File: src/rtl/segway_pkg.sv
// -----------------------------------------------------------------------------
// segway_pkg
// Shared definitions for the Segway rider-authorization front end.
//   CMD_GO / CMD_STOP : command byte values decoded by the auth FSM
//   rx_state_t        : UART receiver state encoding
//   auth_state_t      : power-up authorization state encoding
// -----------------------------------------------------------------------------
package segway_pkg;

    localparam logic [7:0] CMD_GO   = 8'h47;  // 'G'
    localparam logic [7:0] CMD_STOP = 8'h53;  // 'S'

    typedef enum logic [1:0] {
        IDLE  = 2'd0,
        START = 2'd1,
        DATA  = 2'd2,
        STOP  = 2'd3
    } rx_state_t;

    typedef enum logic [1:0] {
        OFF  = 2'd0,
        PWR1 = 2'd1,
        PWR2 = 2'd2
    } auth_state_t;

endpackage

File: src/rtl/seg_uart_rx.sv
// -----------------------------------------------------------------------------
// seg_uart_rx
// 8N1 UART receiver. RX is synchronized (2 flops) plus one edge-detect flop,
// all resetting to 1. A start edge is honoured only in IDLE and only once the
// line has been seen idle high for a full frame time after reset, so a frame
// already in flight when reset releases is never decoded.
//
// Ports:
//   clk       in   system clock
//   rst       in   synchronous active-high reset
//   RX        in   asynchronous serial input, idle high
//   rx_data   out  [7:0] last byte received with a good stop bit
//   cmd_vld   out  one-cycle pulse, byte complete with stop bit = 1
//   frame_err out  one-cycle pulse, stop bit sampled 0
//
// Output protocol: cmd_vld is a strobe with no back-pressure. rx_data is
// already updated in the cycle cmd_vld is high and holds until the next good
// byte. cmd_vld and frame_err are mutually exclusive and never high on two
// consecutive cycles.
// -----------------------------------------------------------------------------
module seg_uart_rx
    import segway_pkg::*;
#(
    parameter int BAUD_DIV = 2604
) (
    input  logic       clk,
    input  logic       rst,
    input  logic       RX,
    output logic [7:0] rx_data,
    output logic       cmd_vld,
    output logic       frame_err
);

    localparam int CW      = $clog2(BAUD_DIV + 1);
    localparam int ARM_CYC = 10 * BAUD_DIV;
    localparam int AW      = $clog2(ARM_CYC + 1);

    // Synchronizer and edge-detect flops
    logic rx_ff1, rx_ff2, rx_ff3;
    logic fall;

    // Receiver state
    rx_state_t      rx_state, rx_nxt;
    logic [CW-1:0]  baud_cnt, baud_nxt;
    logic [2:0]     bit_cnt, bit_nxt;
    logic [7:0]     shift, shift_nxt;
    logic [7:0]     data_nxt;
    logic           vld_nxt, ferr_nxt;
    logic           baud_tick;

    // Line-idle qualification after reset
    logic           armed;
    logic [AW-1:0]  idle_cnt;

    always_ff @(posedge clk) begin
        if (rst) begin
            rx_ff1 <= 1'b1;
            rx_ff2 <= 1'b1;
            rx_ff3 <= 1'b1;
        end else begin
            rx_ff1 <= RX;
            rx_ff2 <= rx_ff1;
            rx_ff3 <= rx_ff2;
        end
    end

    assign fall = rx_ff3 & ~rx_ff2;

    // The counter counts down to 1 so a reload of N gives exactly N cycles
    // between samples.
    assign baud_tick = (baud_cnt == CW'(1));

    // Require ten bit-times of continuous high before accepting any start
    // edge; one bit of high inside a frame is not enough to prove idle.
    always_ff @(posedge clk) begin
        if (rst) begin
            armed    <= 1'b0;
            idle_cnt <= '0;
        end else if (!armed) begin
            if (rx_ff2) begin
                if (idle_cnt == AW'(ARM_CYC - 1)) armed <= 1'b1;
                else                               idle_cnt <= idle_cnt + AW'(1);
            end else begin
                idle_cnt <= '0;
            end
        end
    end

    always_ff @(posedge clk) begin
        if (rst) begin
            rx_state  <= IDLE;
            baud_cnt  <= '0;
            bit_cnt   <= '0;
            shift     <= '0;
            rx_data   <= '0;
            cmd_vld   <= 1'b0;
            frame_err <= 1'b0;
        end else begin
            rx_state  <= rx_nxt;
            baud_cnt  <= baud_nxt;
            bit_cnt   <= bit_nxt;
            shift     <= shift_nxt;
            rx_data   <= data_nxt;
            cmd_vld   <= vld_nxt;
            frame_err <= ferr_nxt;
        end
    end

    always_comb begin
        rx_nxt    = rx_state;
        baud_nxt  = baud_cnt;
        bit_nxt   = bit_cnt;
        shift_nxt = shift;
        data_nxt  = rx_data;
        vld_nxt   = 1'b0;
        ferr_nxt  = 1'b0;
        case (rx_state)
            IDLE: begin
                if (armed && fall) begin
                    rx_nxt   = START;
                    baud_nxt = CW'(BAUD_DIV / 2);
                end
            end
            START: begin
                if (baud_tick) begin
                    if (rx_ff2) begin
                        rx_nxt = IDLE;          // glitch, not a start bit
                    end else begin
                        rx_nxt   = DATA;
                        baud_nxt = CW'(BAUD_DIV);
                        bit_nxt  = 3'd0;
                    end
                end else begin
                    baud_nxt = baud_cnt - CW'(1);
                end
            end
            DATA: begin
                if (baud_tick) begin
                    shift_nxt = {rx_ff2, shift[7:1]};   // LSB first
                    baud_nxt  = CW'(BAUD_DIV);
                    if (bit_cnt == 3'd7) rx_nxt  = STOP;
                    else                 bit_nxt = bit_cnt + 3'd1;
                end else begin
                    baud_nxt = baud_cnt - CW'(1);
                end
            end
            STOP: begin
                if (baud_tick) begin
                    // Leave for IDLE at stop-bit centre so a back-to-back start
                    // edge half a bit later is caught.
                    rx_nxt = IDLE;
                    if (rx_ff2) begin
                        data_nxt = shift;
                        vld_nxt  = 1'b1;
                    end else begin
                        ferr_nxt = 1'b1;
                    end
                end else begin
                    baud_nxt = baud_cnt - CW'(1);
                end
            end
            default: rx_nxt = IDLE;
        endcase
    end

endmodule

File: src/rtl/auth_rx_blk.sv
// -----------------------------------------------------------------------------
// auth_rx_blk
// Rider-authorization front end: UART command receiver feeding the power-up
// authorization FSM (OFF -> PWR1 on 'G', PWR1 -> PWR2 on 'S' with a rider,
// PWR2 -> OFF as soon as the rider steps off).
//
// Ports:
//   clk       in   system clock
//   rst       in   synchronous active-high reset
//   RX        in   asynchronous UART input, idle high
//   rider_off in   high when load cells report no rider (clk domain)
//   rx_data   out  [7:0] last good received byte
//   cmd_vld   out  one-cycle pulse per good byte
//   frame_err out  one-cycle pulse per bad stop bit
//   pwr_up    out  authorization to run (PWR1 or PWR2)
// -----------------------------------------------------------------------------
module auth_rx_blk
    import segway_pkg::*;
#(
    parameter int BAUD_DIV = 2604
) (
    input  logic       clk,
    input  logic       rst,
    input  logic       RX,
    input  logic       rider_off,
    output logic [7:0] rx_data,
    output logic       cmd_vld,
    output logic       frame_err,
    output logic       pwr_up
);

    auth_state_t auth_state, auth_nxt;

    seg_uart_rx #(
        .BAUD_DIV (BAUD_DIV)
    ) u_rx (
        .clk       (clk),
        .rst       (rst),
        .RX        (RX),
        .rx_data   (rx_data),
        .cmd_vld   (cmd_vld),
        .frame_err (frame_err)
    );

    // pwr_up is registered from the next state so it moves on the same edge
    // as the state itself.
    always_ff @(posedge clk) begin
        if (rst) begin
            auth_state <= OFF;
            pwr_up     <= 1'b0;
        end else begin
            auth_state <= auth_nxt;
            pwr_up     <= (auth_nxt != OFF);
        end
    end

    always_comb begin
        auth_nxt = auth_state;
        case (auth_state)
            OFF: begin
                if (cmd_vld && rx_data == CMD_GO) auth_nxt = PWR1;
            end
            PWR1: begin
                if (cmd_vld && rx_data == CMD_STOP)
                    auth_nxt = rider_off ? OFF : PWR2;
            end
            PWR2: begin
                // Rider leaving drops power immediately, no command needed.
                if (rider_off)                         auth_nxt = OFF;
                else if (cmd_vld && rx_data == CMD_GO) auth_nxt = PWR1;
            end
            default: auth_nxt = OFF;
        endcase
    end

endmodule

File: config.mk
export PLATFORM = sky130hd
export DESIGN_NAME = auth_rx_blk
export DESIGN_NICKNAME = d
export VERILOG_FILES = /design/src/rtl/segway_pkg.sv /design/src/rtl/seg_uart_rx.sv /design/src/rtl/auth_rx_blk.sv
export SDC_FILE = /design/constraint.sdc
export NUM_CORES = 1
export LEC_CHECK = 0
export ABC_AREA = 1
export BUFFER_PORTS_ARGS = -buffer_cell sky130_fd_sc_hd__buf_2
export CAP_MARGIN = 10
export CORE_ASPECT_RATIO = 1.1
export CORE_UTILIZATION = 55
export CTS_CLUSTER_DIAMETER = 80
export DETAILED_ROUTE_END_ITERATION = 7
export MAX_ROUTING_LAYER = met4
export PLACE_DENSITY = 0.73
export SYNTH_ARGS = -nofsm -noshare
export SYNTH_HDL_FRONTEND = slang
export SYNTH_HIERARCHICAL = 1
export SYNTH_SLANG_ARGS = --single-unit
File: constraint.sdc
create_clock -name clk -period 2.2 [get_ports clk]
set_input_delay 0.44 -clock clk [delete_from_list [all_inputs] [get_ports clk]]
set_output_delay 0.44 -clock clk [all_outputs]
set_load 0.005 [all_outputs]
After elaboration in Yosys (flattened, before gate mapping)
Index checks and enable logic that the tools add are counted.

word-level totals
  bits in registers = 57
  input port bits = 4
  output and inout port bits = 11
  logic and storage cells = 86

operators by class
  add/subtract/negate cells = 3
  reductions and logical operators = 14
  equality and inequality tests = 20
  muxes and demuxes = 30
  bitwise operators = 5

operators with widths
  operator                 number
  $mux W12                 5
  $pmux W12 S4             1
  $mux W15                 2
  $mux W2                  10
  $eq A8 B7 Y1 const B     2
  $add A15 B1 Y15 const B  1
  $eq A15 B15 Y1 const B   1
  $eq A12 B1 Y1 const B    1
  $mux W3                  4
  $sub A12 B1 Y12 const B  1
  $ne A2 B1 Y1 const B     5
  $reduce_and A5 Y1        2
  $ne A2 B2 Y1 const B     4
  $pmux W2 S4              1
  $eq A2 B2 Y1 const B     3
  $pmux W2 S3              1
  $pmux W3 S2              1
  $reduce_and A3 Y1        2
  $mux W1                  5
  $eq A2 B1 Y1 const B     2
  $logic_not A2 Y1         2
  $not A1 Y1               4
  $reduce_and A2 Y1        2
  $reduce_bool A2 Y1       2
  other kinds (6)          8

Logic depth before layout (Yosys ltp)
  word-level depth = 6
  depth in mapped cells = 13
  gate-level depth less buffers = 13

Hierarchy
The synthesis kept the hierarchy.

modules (own cells, without submodules)
  module       seq. area each (sq um)  cells an instance  instances  area each (sq um)
  seg_uart_rx  1081.0                  421                1          2802.7
  auth_rx_blk  60.1                    42                 1          227.7

Worst setup path before layout
No wires, ideal clock.

  kind = reg2reg
  start = reg u_rx.rx_state[0]
  end = reg (tool-made name)
  cell stages (with the launch flop) = 9
  required time = 2.087 ns
  arrival time = 1.535 ns
  buffers on the path = 1
  setup slack = 0.552 ns
  path through = dfxtp_1 -> inv_1 -> ha_1 -> inv_1 -> buf_1 -> o21a_1 -> nand3_1 -> o21ai_1 -> nor2_1

RTL lines
  what                      RTL line           RTL
  start: declaration        seg_uart_rx.sv:43  rx_state_t rx_state, rx_nxt;
  start signal: assignment  seg_uart_rx.sv:99  rx_state <= rx_nxt;

Worst setup path in the final report
  start = reg u_rx.idle_cnt[0]
  end = reg u_rx.idle_cnt[10]

on the way
  word-level cells in the longest chain between the ends = 3
  elaborated cells between the ends (all ways) = 6
  those cells by class = add/sub: 1; eq/ne: 2; mux: 2; reduce/logical: 1

RTL lines
  what                                                      RTL line                              RTL
  start: declaration                                        seg_uart_rx.sv:53                     logic [AW-1:0] idle_cnt;
  start signal: assignment                                  seg_uart_rx.sv:82                     else idle_cnt <= idle_cnt + AW'(1);
  $add A15 B1 Y15 / $eq A15 B15 Y1 (equally long branches)  seg_uart_rx.sv:82, seg_uart_rx.sv:81
  $mux W15 / $ne A2 B2 Y1 (equally long branches)           n/a
  $mux W15 / $reduce_and A2 Y1 (equally long branches)      n/a

Several ways; a longest one is shown, not always the timed one. The select of a mux whose other input is x is not followed.
A chain may end at the register's enable or synchronous reset.

==> run summary <==
The clock sink count is 57, and the final worst-path cycle share is 82.58%. The pre-antenna-repair detailed-routing pass consisted of 4 iterations. In this run, post-CTS repair resized a total of 0 instances.

Adding up every negative setup slack in the final design gives 0 ns. During synthesis, Yosys emitted a total of 6 warnings. For this run the aggregate overflow at the end of global routing stands at 0. The tools report the type of element capturing the critical path as a flip-flop. Once routing completed, OpenROAD measured the worst setup slack at 0.3832 ns. For the finished layout, the period the worst path requires is 1.817 ns. The first global-routing pass estimated 10870 microns of wire. TritonCTS created 9 clock buffers.

The final worst clock skew was 0.007182 ns; the final setup violation count was 0. Cells fill 65.48% of the core in the end. The endpoint identified for the worst register-to-register timing path is u_rx/idle_cnt[10]$_SDFFE_PP0P_. The synthesized netlist net count is 477. After clock tree synthesis, the clock-pin slew on the worst setup and hold paths is 0.06 ns. Max-cap violations in this run came to 0. The run gives 0 as the final count of pins violating max slew. Die outline height: 79.85 microns. The number of global-route vias before repair is 2524.

The die outline area is 5811 sq um, and the number of routed nets with antenna violations is 0. The cell count after synthesis came out at 463. The fill cell instance count of the final layout is 491. TritonCTS built the clock tree. For the starting density of the core, the log shows 58.63%.

The type of origin of the critical path is a flip-flop. In the final routed layout, each cell accounts on average for 11.54 microns. The tools report the half-perimeter wire length of the detailed placement result as 4636 microns. By startpoint and endpoint, the worst setup path is classified as flip-flop to flip-flop. Registers take 1141 sq um. In this run the worst path has a maximum fanout of 14.

The share of the Yosys chip area taken by registers is 37.65%. A synthesized cell averages 6.545 sq um. The placed instance area was 3176 sq um. The run gives 15 as the number of placed I/O pins. The flow ran to the end, and the final reports show no timing, DRC or antenna violations. Final hold analysis gives a worst-case slack of 0.2979 ns.

The tools report the antenna diode instance count as 0. The total power divided by cell area is 622.8 nW/um^2, and the cell depth of the worst flop-to-flop path is 9. The logs give 30 for the post-synthesis cell type count and 2.44 ns for the critical path data required time. After detailed routing, the number of vias per cell comes to 5.059.

The total vias in the final route was 2833. The floorplan step set the die width to 72.78 microns. The critical path ends at u_rx/idle_cnt[10]$_SDFFE_PP0P_. The startpoint of the worst-slack reg-to-reg timing path is u_rx/idle_cnt[0]$_SDFFE_PP0P_. The run gives 0 as the number of hold violations in the final report. The library cell used most frequently in the layout, excluding fill and tap cells, is nand2_1.

For the highest clock frequency the design can meet, the log shows 550.4 MHz. The proportion of layout cells with a drive suffix above 1 was 10.25%. In this run the most critical hold path is launched from RX. Post-synth design cell area: 3030 sq um.

For this block, the initial DRC count from the detailed router was 162. Leaving out fill and tap cells, the most frequent cells in the layout are nand2_1, nor2_1, inv_1. The run gives 3385 sq um as the area of all placed cells without fillers. For the largest net degree at the start of global routing, the log shows 29. Setup repair after global routing left no endpoint under its margin.

The count of H-tree levels built during CTS came out at 3. After detailed routing, the number of remaining DRC violations is 0. The tree is rooted in a clkbuf_8.

The logs give 0 for the post-CTS repair timing setup buffer count and 0 for the number of antenna violations at the first check in global routing. The worst-case IR drop observed on VDD is 0.3643 mV. During placement, the flow inserted port buffers numbering 14. Flop and latch count out of synthesis: 57. The longest clock path from root to sink contains 2 buffers. The worst slew margin relative to its limit was 62.02%; the number of hold buffers added after cts was 0.

Number of nets in the layout: 497. At the pin with the least slew margin, the transition time is 0.5691 ns. The tools report the area taken by multi-input logic gates as 1623 sq um.

The source of the critical timing path is u_rx/idle_cnt[0]$_SDFFE_PP0P_. Summed over all cells, the static leakage comes to 1.541 nW. The routed wire length was 6461 microns. Global routing used 25.05% of the available tracks across all layers. The total core area was 5169 sq um. Routability-driven placement finished with a final weighted congestion of 0.8996.

The tightest min-delay check is of the input pin to flip-flop type. Relative to the synthesized area, the layout overhead comes to 11.68%. The later pin in the worst-skew pair is clocked with a latency of 0.34 ns.

After floorplanning, the core was divided into 27 placement rows. The pre-CTS setup slack came out at 0.1722 ns. The logs give 2.05 ns for the worst path arrival time and 0.38 ns for the reg-to-reg setup timing slack.
state kept, by name, indices dropped and copies added, names as in the netlist, named ones only:
| register | cells |
|---|---|
| auth_state | 2 |
| pwr_up | 1 |
| u_rx/armed | 1 |
| u_rx/baud_cnt | 12 |
| u_rx/bit_cnt | 3 |
| u_rx/cmd_vld | 1 |
| u_rx/frame_err | 1 |
| u_rx/idle_cnt | 15 |
| u_rx/rx_data | 8 |
| u_rx/rx_ff1 | 1 |
| u_rx/rx_ff2 | 1 |
| u_rx/rx_ff3 | 1 |
| u_rx/rx_state | 1 |
| u_rx/shift | 8 |
per-stage QoR:
step,power [mW],instances
2_1_floorplan,1.096,463
3_5_place_dp,1.114,544
3_3_place_gp,1.112,544
5_1_grt,2.177,560
6_report,2.108,560
4_1_cts,2.127,560
worst max-delay path, cell delays in order (launching register included):
cell	delay, ns
dfxtp_1	0.36
ha_1	0.24
nand2_1	0.11
nor2_1	0.05
nand3_1	0.08
nor2_1	0.07
nor2_2	0.44
nand3_1	0.18
nor2_1	0.13
nor2_1	0.05
cells in the mapped netlist:
master / n / share of area (%)
nand2_1: 104 / 13
nor2_1: 94 / 12
inv_1: 58 / 7.2
dfxtp_1: 57 / 38
nand3_1: 28 / 4.6
o21ai_0: 26 / 4.3
a21oi_1: 25 / 4.1
nand4_1: 11 / 2.3
ha_1: 10 / 4.1
nor3_1: 10 / 1.7
clkbuf_1: 4 / 0.50
xor2_1: 4 / 1.2
buf_2: 3 / 0.50
nand2_2: 3 / 0.62
nor2_2: 3 / 0.62
nor2_4: 3 / 1.1
o21a_1: 3 / 0.74
o21bai_1: 3 / 0.74
o21ai_1: 2 / 0.33
or2_2: 2 / 0.41
a22oi_1: 1 / 0.25
buf_1: 1 / 0.12
buf_6: 1 / 0.37
inv_4: 1 / 0.21
nand2_4: 1 / 0.37
nand3_2: 1 / 0.33
nand4_2: 1 / 0.41
nor4_1: 1 / 0.21
o21ai_2: 1 / 0.29
o31ai_1: 1 / 0.25
worst min-delay path by stage:
stage / to / slack [ns] / cells past startpoint
floorplan: u_rx/rx_ff2$_SDFF_PP1_ / 0.39 / 1
global placement: u_rx/rx_ff2$_SDFF_PP1_ / 0.39 / 1
detailed placement: u_rx/rx_ff2$_SDFF_PP1_ / 0.40 / 1
CTS: u_rx/rx_ff1$_SDFF_PP1_ / 0.29 / 2
global route: u_rx/rx_ff1$_SDFF_PP1_ / 0.30 / 2
finish: u_rx/rx_ff1$_SDFF_PP1_ / 0.30 / 2
where the power goes:
part | switching, mW | internal [mW] | leakage (nW)
sequential | 0.00502 | 1.04 | 0.460
combinational | 0.0323 | 0.0149 | 0.978
clock | 0.433 | 0.585 | 0.103
total | 0.470 | 1.64 | 1.54
per-layer routing:
metal / track usage (%) / up-vias / share of wire, %
met1: 30.56 / 1260 / 49
met4: 13.14 / 0 / 2.0
met3: 4.545 / 14 / 3.5
li1: - / 1513 / -
met5: - / - / 0
met2: 39.35 / 46 / 45
cell type report:
| cell class | count | area share (%) |
|---|---|---|
| Inverter | 59 | 6.617 |
| Multi-Input combinational cell | 338 | 47.95 |
| Tap cell | 72 | 2.662 |
| Timing Repair Buffer | 18 | 2.957 |
| Sequential cell | 57 | 33.72 |
| Clock buffer | 12 | 4.584 |
| Clock inverter | 4 | 1.516 |
kinds of logic (layout without fill, tap and decap cells):
logic type / after synthesis / after routing / synth area share [%]
adders and majority gates: 10 / 10 / 4.129
DFF: 57 / 57 / 37.65
AOI/OAI and AO/OA: 62 / 62 / 11.02
buffers and inverters: 68 / 93 / 8.877
xor gates and xnor gates: 4 / 4 / 1.156
and+or+nand+nor: 262 / 262 / 37.16
Note: power is estimated with default switching activity, not from simulation.
